File: src/rtl/tbuf_bus_arb_pkg.sv
// Shared definitions for the tristate bus arbiter: FSM encodings, counter widths
// and a constant clog2 helper used to size ports and counters.
package tbuf_bus_arb_pkg;

    typedef logic [1:0] state_t;

    localparam state_t ST_IDLE  = 2'b00;
    localparam state_t ST_DRIVE = 2'b01;
    localparam state_t ST_GAP   = 2'b10;

    // Turnaround counter holds TURN values up to 15
    localparam int GAP_W = 4;

    function automatic int clog2(input int value);
        int r;
        r = 0;
        while ((1 << r) < value) begin
            r = r + 1;
        end
        return r;
    endfunction

endpackage

File: src/rtl/tbuf_bus_arb_rr_pick.sv
// Combinational round-robin picker: first set request at or after the pointer,
// wrapping modulo N; returns one-hot winner, its index and an any-valid flag.
module rr_pick #(
    parameter int N = 4,
    parameter int W = 2
) (
    input  logic [N-1:0] i_req,
    input  logic [W-1:0] i_ptr,
    output logic [N-1:0] o_onehot,
    output logic [W-1:0] o_idx,
    output logic         o_any
);

    always_comb begin
        o_onehot = '0;
        o_idx    = '0;
        o_any    = 1'b0;
        for (int k = 0; k < N; k++) begin
            if (!o_any && i_req[(int'(i_ptr) + k) % N]) begin
                o_any                              = 1'b1;
                o_onehot[(int'(i_ptr) + k) % N]    = 1'b1;
                o_idx                              = W'((int'(i_ptr) + k) % N);
            end
        end
    end

endmodule

File: src/rtl/tbuf_bus_arb.sv
// Round-robin owner sequencer for a shared TBUF bus. GNT and the active-low TBUF
// enables come straight from flops, with a fully tristated gap between owners.
module tbuf_bus_arb
    import tbuf_bus_arb_pkg::*;
#(
    parameter int N       = 4,
    parameter int TURN    = 1,
    parameter int MAXHOLD = 16
) (
    input  logic                  CK,
    input  logic                  CD,
    input  logic [N-1:0]          REQ,
    output logic [N-1:0]          GNT,
    output logic [N-1:0]          T,
    output logic [clog2(N)-1:0]   OWNER,
    output logic                  BUSY
);

    localparam int OWN_W  = clog2(N);
    localparam int HOLD_W = (MAXHOLD > 0) ? clog2(MAXHOLD + 1) : 1;

    localparam logic [HOLD_W-1:0] HOLD_LIM  = HOLD_W'(MAXHOLD);
    localparam logic [GAP_W-1:0]  TURN_INIT = GAP_W'(TURN);
    localparam logic [OWN_W-1:0]  LAST_IDX  = OWN_W'(N - 1);

    state_t              r_state;
    logic [N-1:0]        r_gnt;
    logic [N-1:0]        r_t;
    logic [OWN_W-1:0]    r_owner;
    logic                r_busy;
    logic [OWN_W-1:0]    r_ptr;
    logic [HOLD_W-1:0]   r_hold;
    logic [GAP_W-1:0]    r_gap;

    logic [N-1:0]        w_onehot;
    logic [OWN_W-1:0]    w_idx;
    logic                w_any;
    logic                w_release;
    logic                w_expire;

    rr_pick #(
        .N (N),
        .W (OWN_W)
    ) u_pick (
        .i_req    (REQ),
        .i_ptr    (r_ptr),
        .o_onehot (w_onehot),
        .o_idx    (w_idx),
        .o_any    (w_any)
    );

    assign w_release = ~REQ[r_owner];
    assign w_expire  = (MAXHOLD != 0) && (r_hold == HOLD_LIM);

    // Async reset tristates every driver immediately, without waiting for a clock
    always_ff @(posedge CK or posedge CD) begin
        if (CD) begin
            r_state <= ST_IDLE;
            r_gnt   <= '0;
            r_t     <= '1;
            r_owner <= '0;
            r_busy  <= 1'b0;
            r_ptr   <= '0;
            r_hold  <= '0;
            r_gap   <= '0;
        end else begin
            case (r_state)
                ST_IDLE: begin
                    if (w_any) begin
                        r_state <= ST_DRIVE;
                        r_gnt   <= w_onehot;
                        r_t     <= ~w_onehot;
                        r_owner <= w_idx;
                        r_busy  <= 1'b1;
                        r_hold  <= HOLD_W'(1);
                    end
                end
                ST_DRIVE: begin
                    if (w_release || w_expire) begin
                        r_gnt   <= '0;
                        r_t     <= '1;
                        r_busy  <= 1'b0;
                        r_owner <= '0;
                        r_hold  <= '0;
                        r_ptr   <= (r_owner == LAST_IDX) ? '0 : r_owner + 1'b1;
                        if (TURN > 0) begin
                            r_state <= ST_GAP;
                            r_gap   <= TURN_INIT;
                        end else begin
                            r_state <= ST_IDLE;
                        end
                    end else if (r_hold != '1) begin
                        r_hold <= r_hold + 1'b1;
                    end
                end
                ST_GAP: begin
                    if (r_gap <= GAP_W'(1)) begin
                        r_state <= ST_IDLE;
                        r_gap   <= '0;
                    end else begin
                        r_gap <= r_gap - 1'b1;
                    end
                end
                default: begin
                    r_state <= ST_IDLE;
                end
            endcase
        end
    end

    assign GNT   = r_gnt;
    assign T     = r_t;
    assign OWNER = r_owner;
    assign BUSY  = r_busy;

endmodule

File: config.mk
export PLATFORM = sky130hd
export DESIGN_NAME = tbuf_bus_arb
export DESIGN_NICKNAME = d
export VERILOG_FILES = /design/src/rtl/tbuf_bus_arb_pkg.sv /design/src/rtl/tbuf_bus_arb_rr_pick.sv /design/src/rtl/tbuf_bus_arb.sv
export SDC_FILE = /design/constraint.sdc
export NUM_CORES = 1
export LEC_CHECK = 0
export ABC_CLOCK_PERIOD_IN_PS = 3720
export CAP_MARGIN = 0
export CORE_UTILIZATION = 50
export CTS_CLUSTER_SIZE = 30
export DETAILED_ROUTE_END_ITERATION = 12
export PLACE_DENSITY_LB_ADDON = 0.12
export SLEW_MARGIN = 40
export SYNTH_ARGS = -nofsm -noshare
export SYNTH_HDL_FRONTEND = slang
export SYNTH_HIERARCHICAL = 1
export SYNTH_SLANG_ARGS = --single-unit
File: constraint.sdc
create_clock -name CK -period 3.72 [get_ports CK]
set_input_delay 0.744 -clock CK [delete_from_list [all_inputs] [get_ports CK]]
set_output_delay 0.744 -clock CK [all_outputs]
set_load 0.005 [all_outputs]
==> flow_metrics.tcl <==
set metrics [dict create \
    chipHeight_um 58.2 \
    synthFlopType "dfrtp_1" \
    nets 186 \
    endpoint_kind "flop" \
    tritoncts_num_sinks 24 \
    synthTopCellsByArea "dfrtp_1, ha_1, dfstp_2" \
    post_cts_buffers 0 \
    dpl_cell_area_mm2 0.00177 \
    max_freq_ghz 0.351 \
    cts_hold_buf 0 \
    drtAntennaViolNets 0 \
    fp.dieW_um 58.2 \
    crit_family "simple AND/OR/NAND/NOR gates" \
    grt_pass1_wl_mm 5.55 \
    worst_slack_ns 0.869 \
    synth.net_count 168 \
    portBuffers 16 \
    clk_path_buf_depth 2 \
    hold_viol 0 \
    layout-drive-gt1-share_pct 13.7 \
    status "finished, final reports clean" \
    fillCellCount 262 \
    slew_viol_final 0 \
    drtIter0Drc 136 \
    crit_chain "clkdlybuf4s50_1 -> mux4_2 -> nor3_1 -> nand2b_1 -> and2_1 -> nor2_2 -> a311o_1" \
    core.rowCount 20 \
    cts_made_buffers 3 \
    critPathMaxFanout 13 \
    place.detailed.hpwl_mm 2.30 \
    cap_violations 0 \
    cp_slowest_cell "mux4_2" \
    yosys-top-cells-count "dfrtp_1, nand2_1, ha_1" \
    htreeDepth 1 \
    hold_ws_ns 0.510 \
    grt_usage_pct 21.3 \
    async_reset_ff_share_pct 100 \
    place_inst 208 \
    clkTransAtPathRegs_ns 0.12 \
    core_mm2 0.00303 \
    ir_worst_vdd_mv 0.338 \
    syn-cell-area_mm2 0.00158 \
    crit_type "input pin to flop" \
    tritoncts "built" \
    grt_max_degree 25 \
    clk_latency_ns 0.32 \
    drt-total-wl_mm 3.09 \
    rsz0062_at_grt "false" \
    die_area_mm2 0.00339 \
    routedWlPerCell_um 14.6 \
    ios 17 \
    slowest_delay_ns 0.65 \
    synth.distinct_cells 46 \
    cts_root_buf "clkbuf_4" \
    num_vias 1217 \
    cp.arrival_ns 3.12 \
    yosysTopAreaCellShare_pct 31.7 \
    post-route-drc-count 0 \
    antenna_found_initial 0 \
    grt-ovfl-total 0 \
    syn-instance-count 151 \
    initial_core_util_pct 52.1 \
    ys_ff_latch 24 \
    setup_viol_count_final 0 \
    avgSynthCellArea_um2 10.5 \
    start_kind "input pin" \
    grt_pass1_vias 1194 \
    yosysMostFrequentCell "dfrtp_1" \
    layout_min_cycle_time_ns 2.85 \
    via_per_inst 5.74 \
    ys_seq_area_share_pct 38.4 \
    diodes 0 \
    synth_top_area_cell "dfrtp_1" \
    leakage_nw 0.770 \
    skew_ns 0.00193 \
    place_congestion 0.800 \
    worst_pin_slew_ns 0.485 \
    fin_setup_tns_ns 0 \
    final_cells 212 \
    maxSlewHeadroom_pct 67.6 \
    area_delta_synth_final_pct 13.6 \
    fin_area_mm2 0.00179 \
    synth-edff-count 0 \
    ys_warn_count 6 \
    worst-path-buf-inv 1 \
    required_ns 3.98 \
    first_pass_iters 4 \
    post-route-period-util_pct 76.7 \
    cellPowerDensity_mw_per_mm2 821 \
    hp-class "flop to flop" \
    pre_cts_ws_ns 0.530 \
    cts_resized 0 \
]
==> per-layer routing <==
metal / GRT usage [%] / up-vias / part of all wire [%]
met5: 0 / - / 0
li1: - / 602 / -
met1: 31.4 / 588 / 51
met4: 8.50 / 0 / 1.6
met2: 32.2 / 22 / 44
met3: 2.46 / 5 / 2.8
==> sequential cells by signal, summed over array words and instances, names as in the netlist <==
| name | count |
|---|---|
| GNT | 4 |
| r_hold | 5 |
| BUSY | 1 |
| r_ptr | 2 |
| r_state | 2 |
| T | 4 |
| OWNER | 2 |
| r_gap | 4 |
==> cells by family after synthesis <==
family          synth area share, %
mux                            9.67
simple gates                   16.9
flops                          38.4
fa+ha+maj                      8.72
compound gates                 21.1
xor+xnor                      0.555
buf+inv                        4.75
==> worst paths after layout <==
path / start / end / slack [ns] / cells after the start
min reg2reg: BUSY / BUSY / 0.51 / 2
max in group asynchronous: CD / T[1] / 2.62 / 2
min in group asynchronous: CD / r_hold[4] / 0.75 / 2
max reg2reg: r_ptr[1] / r_hold[3] / 0.94 / 8
max: REQ[3] / r_hold[3] / 0.87 / 7
min: BUSY / BUSY / 0.51 / 2
==> layout by cell type (no fill, tap or decap), types with 2 or more instances in the layout <==
cell             instances
nand2b_1                 3
nand3_1                  5
o31ai_1                  5
mux4_2                   3
o21ai_0                  8
dfstp_2                  4
o22ai_1                  2
nor2_1                   7
a2bb2oi_1                4
clkdlybuf4s50_1         16
a22oi_1                  8
and3_1                   2
nor2b_1                  2
buf_4                    2
a22o_1                   5
mux2_2                   2
inv_1                    8
o211ai_1                 2
ha_1                    11
dfrtp_1                 20
mux4_1                   2
clkbuf_4                 3
nand2_1                 18
==> worst register-to-register path: stages (launching register included) <==
cell	delay (ns)
dfrtp_1	0.53
inv_1	0.14
ha_1	0.38
mux4_2	0.45
nor3_1	0.27
nand2b_1	0.16
and2_1	0.29
nor2_2	0.29
a311o_1	0.20
==> where the power goes <==
group,switching (mW),internal [mW]
Combinational,0.495,0.411
Clock,0.0751,0.0420
Sequential,0.0890,0.362
Total,0.659,0.815
==> per-stage QoR <==
step                power, mW  utilization, %
floorplan                1.14               -
CTS                      1.48            59.3
global placement         1.32            58.4
detailed placement       1.35            58.4
global route             1.61            59.3
finish                   1.47            59.3
==> cell type report <==
class	instances	area [µm²]	share of cell area, %
flip-flops and latches	24	606	33.8
inverters	9	33.8	1.88
clock buffers	4	26.3	1.46
well taps	44	55.1	3.07
multi-input cells	113	898	50.1
repair buffers	18	175	9.76
(Power assumes the default switching activity.)
